<file path="src/rtl/fetch_pc_ctrl.sv">
// fetch_pc_ctrl: IF-stage next-PC selection, IF/ID pipeline register and saturating branch/mispredict counters
module fetch_pc_ctrl #(
  parameter logic [31:0] RESET_PC = 32'h0000_0000,
  parameter int          CNT_W    = 16
) (
  input  logic             clk,
  input  logic             rst,
  input  logic [31:0]      instr_IF,
  input  logic             br_prediction,
  input  logic             jump_detected,
  input  logic             flush,
  input  logic             branch_hazard_stall,
  input  logic             load_use_stall,
  output logic [31:0]      pc_IF,
  output logic [5:0]       opcode_IF,
  output logic [4:0]       branch_addr_lw_5b,
  output logic [31:0]      IFID_instr,
  output logic [31:0]      IFID_pc_plus4,
  output logic             IFID_valid,
  output logic [5:0]       opcode_ID,
  output logic [CNT_W-1:0] br_count,
  output logic [CNT_W-1:0] mispred_count
);
  logic [31:0] pc_q, pc_d, instr_q, instr_d, ppc4_q, ppc4_d, tgt_q, tgt_d;
  logic [31:0] pc_plus4, br_target_IF, jmp_target;
  logic valid_q, valid_d, pred_q, pred_d, stall, load, bub;
  logic [CNT_W-1:0] br_q, br_d, mis_q, mis_d;
  always_comb begin
    pc_plus4 = pc_q + 32'd4;
    br_target_IF = pc_plus4 + {{14{instr_IF[15]}}, instr_IF[15:0], 2'b00};
    jmp_target = {pc_plus4[31:28], instr_IF[25:0], 2'b00};
    stall = branch_hazard_stall | load_use_stall;
    bub = flush | (!stall & jump_detected);
    load = !flush & !stall & !jump_detected;
    pc_d = flush ? (pred_q ? ppc4_q : tgt_q) :
           stall ? pc_q :
           jump_detected ? jmp_target :
           br_prediction ? br_target_IF : pc_plus4;
    instr_d = load ? instr_IF : bub ? 32'h0 : instr_q;
    ppc4_d = load ? pc_plus4 : ppc4_q;
    tgt_d = load ? br_target_IF : tgt_q;
    valid_d = load ? 1'b1 : bub ? 1'b0 : valid_q;
    pred_d = load ? br_prediction : bub ? 1'b0 : pred_q;
    br_d = (valid_q && instr_q[31:26] == 6'b000100 && !stall && !(&br_q)) ? br_q + CNT_W'(1) : br_q;
    mis_d = (flush && !(&mis_q)) ? mis_q + CNT_W'(1) : mis_q;
  end
  always_ff @(posedge clk) begin
    if (rst) begin
      pc_q <= RESET_PC;
      instr_q <= '0;
      ppc4_q <= '0;
      tgt_q <= '0;
      valid_q <= 1'b0;
      pred_q <= 1'b0;
      br_q <= '0;
      mis_q <= '0;
    end else begin
      pc_q <= pc_d;
      instr_q <= instr_d;
      ppc4_q <= ppc4_d;
      tgt_q <= tgt_d;
      valid_q <= valid_d;
      pred_q <= pred_d;
      br_q <= br_d;
      mis_q <= mis_d;
    end
  end
  assign pc_IF = pc_q;
  assign opcode_IF = instr_IF[31:26];
  assign branch_addr_lw_5b = pc_q[6:2];
  assign IFID_instr = instr_q;
  assign IFID_pc_plus4 = ppc4_q;
  assign IFID_valid = valid_q;
  assign opcode_ID = instr_q[31:26];
  assign br_count = br_q;
  assign mispred_count = mis_q;
  a_flush_no_stall: assert property (@(posedge clk) disable iff (rst)
    !(flush && (branch_hazard_stall || load_use_stall)));
endmodule
</file>
<file path="config.mk">
export PLATFORM = sky130hd
export DESIGN_NAME = fetch_pc_ctrl
export DESIGN_NICKNAME = d
export VERILOG_FILES = /design/src/rtl/fetch_pc_ctrl.sv
export SDC_FILE = /design/constraint.sdc
export NUM_CORES = 1
export LEC_CHECK = 0
export ABC_AREA = 1
export BUFFER_PORTS_ARGS = -buffer_cell sky130_fd_sc_hd__buf_4
export CAP_MARGIN = 10
export CORE_ASPECT_RATIO = 1.1
export CORE_MARGIN = 4
export CORE_UTILIZATION = 57
export DETAILED_ROUTE_END_ITERATION = 10
export PLACE_DENSITY_LB_ADDON = 0.25
export SYNTH_ARGS = -nofsm -noshare
export SYNTH_HDL_FRONTEND = slang
export SYNTH_SLANG_ARGS = --single-unit
export TNS_END_PERCENT = 5
</file>
<file path="constraint.sdc">
create_clock -name clk -period 3.6 [get_ports clk]
set_input_delay 0.72 -clock clk [delete_from_list [all_inputs] [get_ports clk]]
set_output_delay 0.72 -clock clk [all_outputs]
set_load 0.005 [all_outputs]
</file>
==> summary.md <==
| Metric | Value |
|---|---|
| RSZ-0062 raised after global routing | `false` |
| Max incr delay on CP | `approximately 0.5 ns` |
| FP Rows | `52` |
| Worst EP required | `roughly 3.9 ns` |
| Detailed-route via count | `approximately 12k` |
| Total routed wirelength | `approximately 38000 um` |
| Tcrit/Tclk final | `just over 90%` |
| Initial antenna violation count | `0` |
| Synthesized area | `approximately 11000 um2` |
| Lkg Pwr | `between 6 and 7 nW` |
| Num Clock Sinks | `160` |
| CP startpoint | `pc_IF[2]` |
| CP bufs+invs | `2` |
| Worst vdd ir | `approximately 0.33 mV` |
| DRC Markers | `0` |
| Vias in the first global route | `11.3k` |
| Final GP Congestion | `1.04` |
| Clk root buf | `clkbuf_16` |
| Post-Syn Nets | `around 1.8k` |
| Crit path max-delay family | `simple AND/OR/NAND/NOR gates` |
| Hpwl dp | `approximately 28000 um` |
| IO Count | `185` |
| Layout cells sized above 1 | `14.6%` |
| Area growth syn-to-layout | `19.9%` |
| Register bit total from synthesis | `160` |
| Worst Clk Skew | `0.0116 ns` |
| Die X | `approximately 140 um` |
| Clock slew at reported path FFs | `around 0.070 ns` |
| CP Data Arrival Time | `about 3.7 ns` |
| # hold bufs at CTS | `0` |
| Cell variety after synth | `48` |
| First-pass GRT wire length | `59200 um` |
| Die Y | `roughly 150 um` |
| Post-synth EDFFs | `0` |
| Routed Antenna Nets | `0` |
| Ant diodes | `0` |
| Worst Path Max Fanout | `8` |
| IO buf count | `184` |
| Worst path slowest cell | `dfxtp_1` |
| Worst slew margin | `around 45%` |
| Setup bufs post-CTS | `0` |
| Critical-path cell list | `ha_1 -> nand2_2 -> nor2_4 -> nand2_4 -> nor3_4 -> xor2_2 -> ha_1 -> nand2_1 -> inv_1 -> a21oi_1 -> nor2_1 -> o21ai_0 -> nand3_1 -> nand2_1 -> nand3_1 -> o211ai_1 -> inv_1` |
| TritonCTS buffer count | `17` |
| Area of the die | `between 20000 and 25000 um2` |
| Min-delay worst type | `reg2reg` |
| Post-synthesis async set-or-reset flop share | `0%` |
| Grt ovf | `0` |
| Clk_lat worst skew | `roughly 0.44 ns` |
| Total iterations of the first detailed-routing run | `6` |
| Hold slack | `roughly 0.47 ns` |
| Synth Warn # | `0` |
| Initial cell density of the core | `just under 60%` |
| Final net count | `slightly below 2k` |
| Mapped Cells | `around 1.7k` |
| Resize count post-CTS | `0` |
| Crit end category | `register` |
| Post-layout min period | `~3.3 ns` |
| Max-slew violation count | `0` |
| Largest net degree at the start of global routing | `a little under 70` |
| 1st-iter DRT viols | `1066` |
| Seq/Total Area, Yosys | `between 30 and 40%` |
| Ys flop type | `dfxtp_1` |
| Pwr dens | `~370 nW/um2` |
| Setup CP Type | `reg2reg` |
| CP Launch Type | `register` |
| Max_cap viols | `0` |
| FF-to-FF Start | `pc_IF[2]` |
| Final core occ | `between 60% and 70%` |
| Setup_tns | `0 ns` |
| Setup ws final | `approximately 0.26 ns` |
| Core Footprint | `between 15000 and 20000 um2` |
| Tightest Pin Transition | `just over 0.8 ns` |
| Outcome | `finished, final reports clean` |
| Fillcell total | `between 1.5k and 2k` |
| Post-Place Setup Slack | `just over 0.09 ns` |
| Highest Clock Rate | `299 MHz` |
| Post-DR vias/cell | `about 5.7` |
| Min-delay src | `IFID_instr[11]` |
| GR Util All Layers | `approximately 35%` |
| H-tree depth | `4` |
| Longest Clk Path Bufs | `2` |
| Reg2reg setup slack | `0.26 ns` |
| CTS tree | `done` |
| Final Hold Fails | `0` |
| Wire length per cell | `17.9 um` |
| Setup Viol. Count Final | `0` |
| Avg Cell Area, Syn | `just over 6 um2` |
-- worst reg2reg max path, cell delays in order (launching register included) --
cell	delay [ns]
dfxtp_1	0.49
ha_1	0.25
nand2_2	0.08
nor2_4	0.17
nand2_4	0.11
nor3_4	0.28
xor2_2	0.28
ha_1	0.32
nand2_1	0.09
inv_1	0.05
a21oi_1	0.27
nor2_1	0.10
o21ai_0	0.29
nand3_1	0.13
nand2_1	0.09
nand3_1	0.07
o211ai_1	0.10
inv_1	0.06
-- per-stage QoR --
step	total power, W	cell area [um2]	std cells
2_1_floorplan	0.00252	10600	1727
5_1_grt	0.00494	12700	2126
6_report	0.00475	12700	2126
3_3_place_gp	0.00290	12100	2094
4_1_cts	0.00474	12700	2126
3_5_place_dp	0.00290	12100	2094
-- Yosys cell counts, types with 3 or more instances --
library cell,count,share of area [%]
nor4_1,4,0.24
xor2_1,23,1.9
buf_1,3,0.11
nor2_1,119,4.2
xnor2_1,11,0.91
a311oi_1,3,0.25
or2_2,3,0.18
nor3_1,26,1.2
clkbuf_1,49,1.7
a31oi_1,6,0.35
dfxtp_1,160,30
a21oi_1,170,8.0
buf_4,21,1.5
o21ai_0,125,5.9
nand2_1,526,19
o21bai_1,5,0.35
ha_1,39,4.6
nor3b_1,3,0.21
nand3b_1,4,0.28
o211ai_1,23,1.6
nand3_1,80,3.8
and3_1,3,0.18
nand4_1,24,1.4
a211oi_1,3,0.21
nand2_2,4,0.24
buf_2,10,0.47
nor2_2,4,0.24
inv_1,250,8.8
-- layout make-up --
type	instances	area [um2]	area share, %
repair buffers	208	1590	12.5
flip-flops and latches	160	3210	25.2
clock buffers	19	453	3.56
clock inverters	13	141	1.11
inverters	254	956	7.51
multi-input cells	1229	6080	47.8
well taps	243	304	2.39
-- layout by cell type (no fill, tap or decap), types with 3 or more instances in the layout --
| cell | instances |
|---|---|
| buf_4 | 206 |
| o21ai_0 | 125 |
| and3_1 | 3 |
| a31oi_1 | 6 |
| nand2_2 | 4 |
| nor2_2 | 5 |
| nor3_1 | 26 |
| nor4_1 | 4 |
| nand4_1 | 24 |
| clkbuf_16 | 17 |
| a311oi_1 | 3 |
| or2_2 | 3 |
| nand3b_1 | 4 |
| dfxtp_2 | 3 |
| o21bai_1 | 5 |
| a211oi_1 | 3 |
| inv_1 | 249 |
| nor3b_1 | 3 |
| ha_1 | 39 |
| clkinv_4 | 4 |
| o211ai_1 | 23 |
| inv_8 | 3 |
| xor2_1 | 21 |
| nand3_2 | 3 |
| inv_6 | 4 |
| a21oi_1 | 170 |
| xnor2_1 | 11 |
| nand2_1 | 526 |
| dfxtp_1 | 157 |
| nor2_1 | 116 |
| nor2_4 | 3 |
| nand3_1 | 79 |
-- worst paths after layout --
path | endpoint | cells past startpoint
worst min register to register | IFID_instr[11] | 2
worst min-delay path | IFID_instr[11] | 2
worst max register to register | tgt_q[28] | 17
worst max-delay path | tgt_q[28] | 17
-- state kept, by name, summed over array words and instances, names as in the netlist --
signal         cells
IFID_instr        32
IFID_pc_plus4     32
pc_IF             32
tgt_q             30
br_count          16
mispred_count     16
IFID_valid         1
pred_q             1
-- metal layers --
metal	track usage (%)	vias to the layer above	wire, um
met4	20.5	0	2210
met1	41.8	5478	14700
li1	-	5800	-
met3	6.44	130	3400
met2	60.8	621	17800
met5	0	-	0
-- cell families after synthesis --
| kind of cell | Yosys count | share of synthesized area [%] |
|---|---|---|
| AND/OR/NAND/NOR | 809 | 31.7 |
| buffers and inverters | 338 | 12.9 |
| AO/OA/AOI/OAI | 344 | 17.3 |
| XOR/XNOR | 36 | 3.11 |
| flip-flops | 160 | 30.2 |
| adder cells (fa/ha/maj) | 40 | 4.78 |
-- report_power, final --
part           leakage [nW]  switching (W)  internal, W
combinational          4.69       0.000641     0.000352
sequential             1.30      0.0000706      0.00183
clock                 0.291       0.000843      0.00102
total                  6.28        0.00156      0.00320
(Power assumes the default switching activity.)
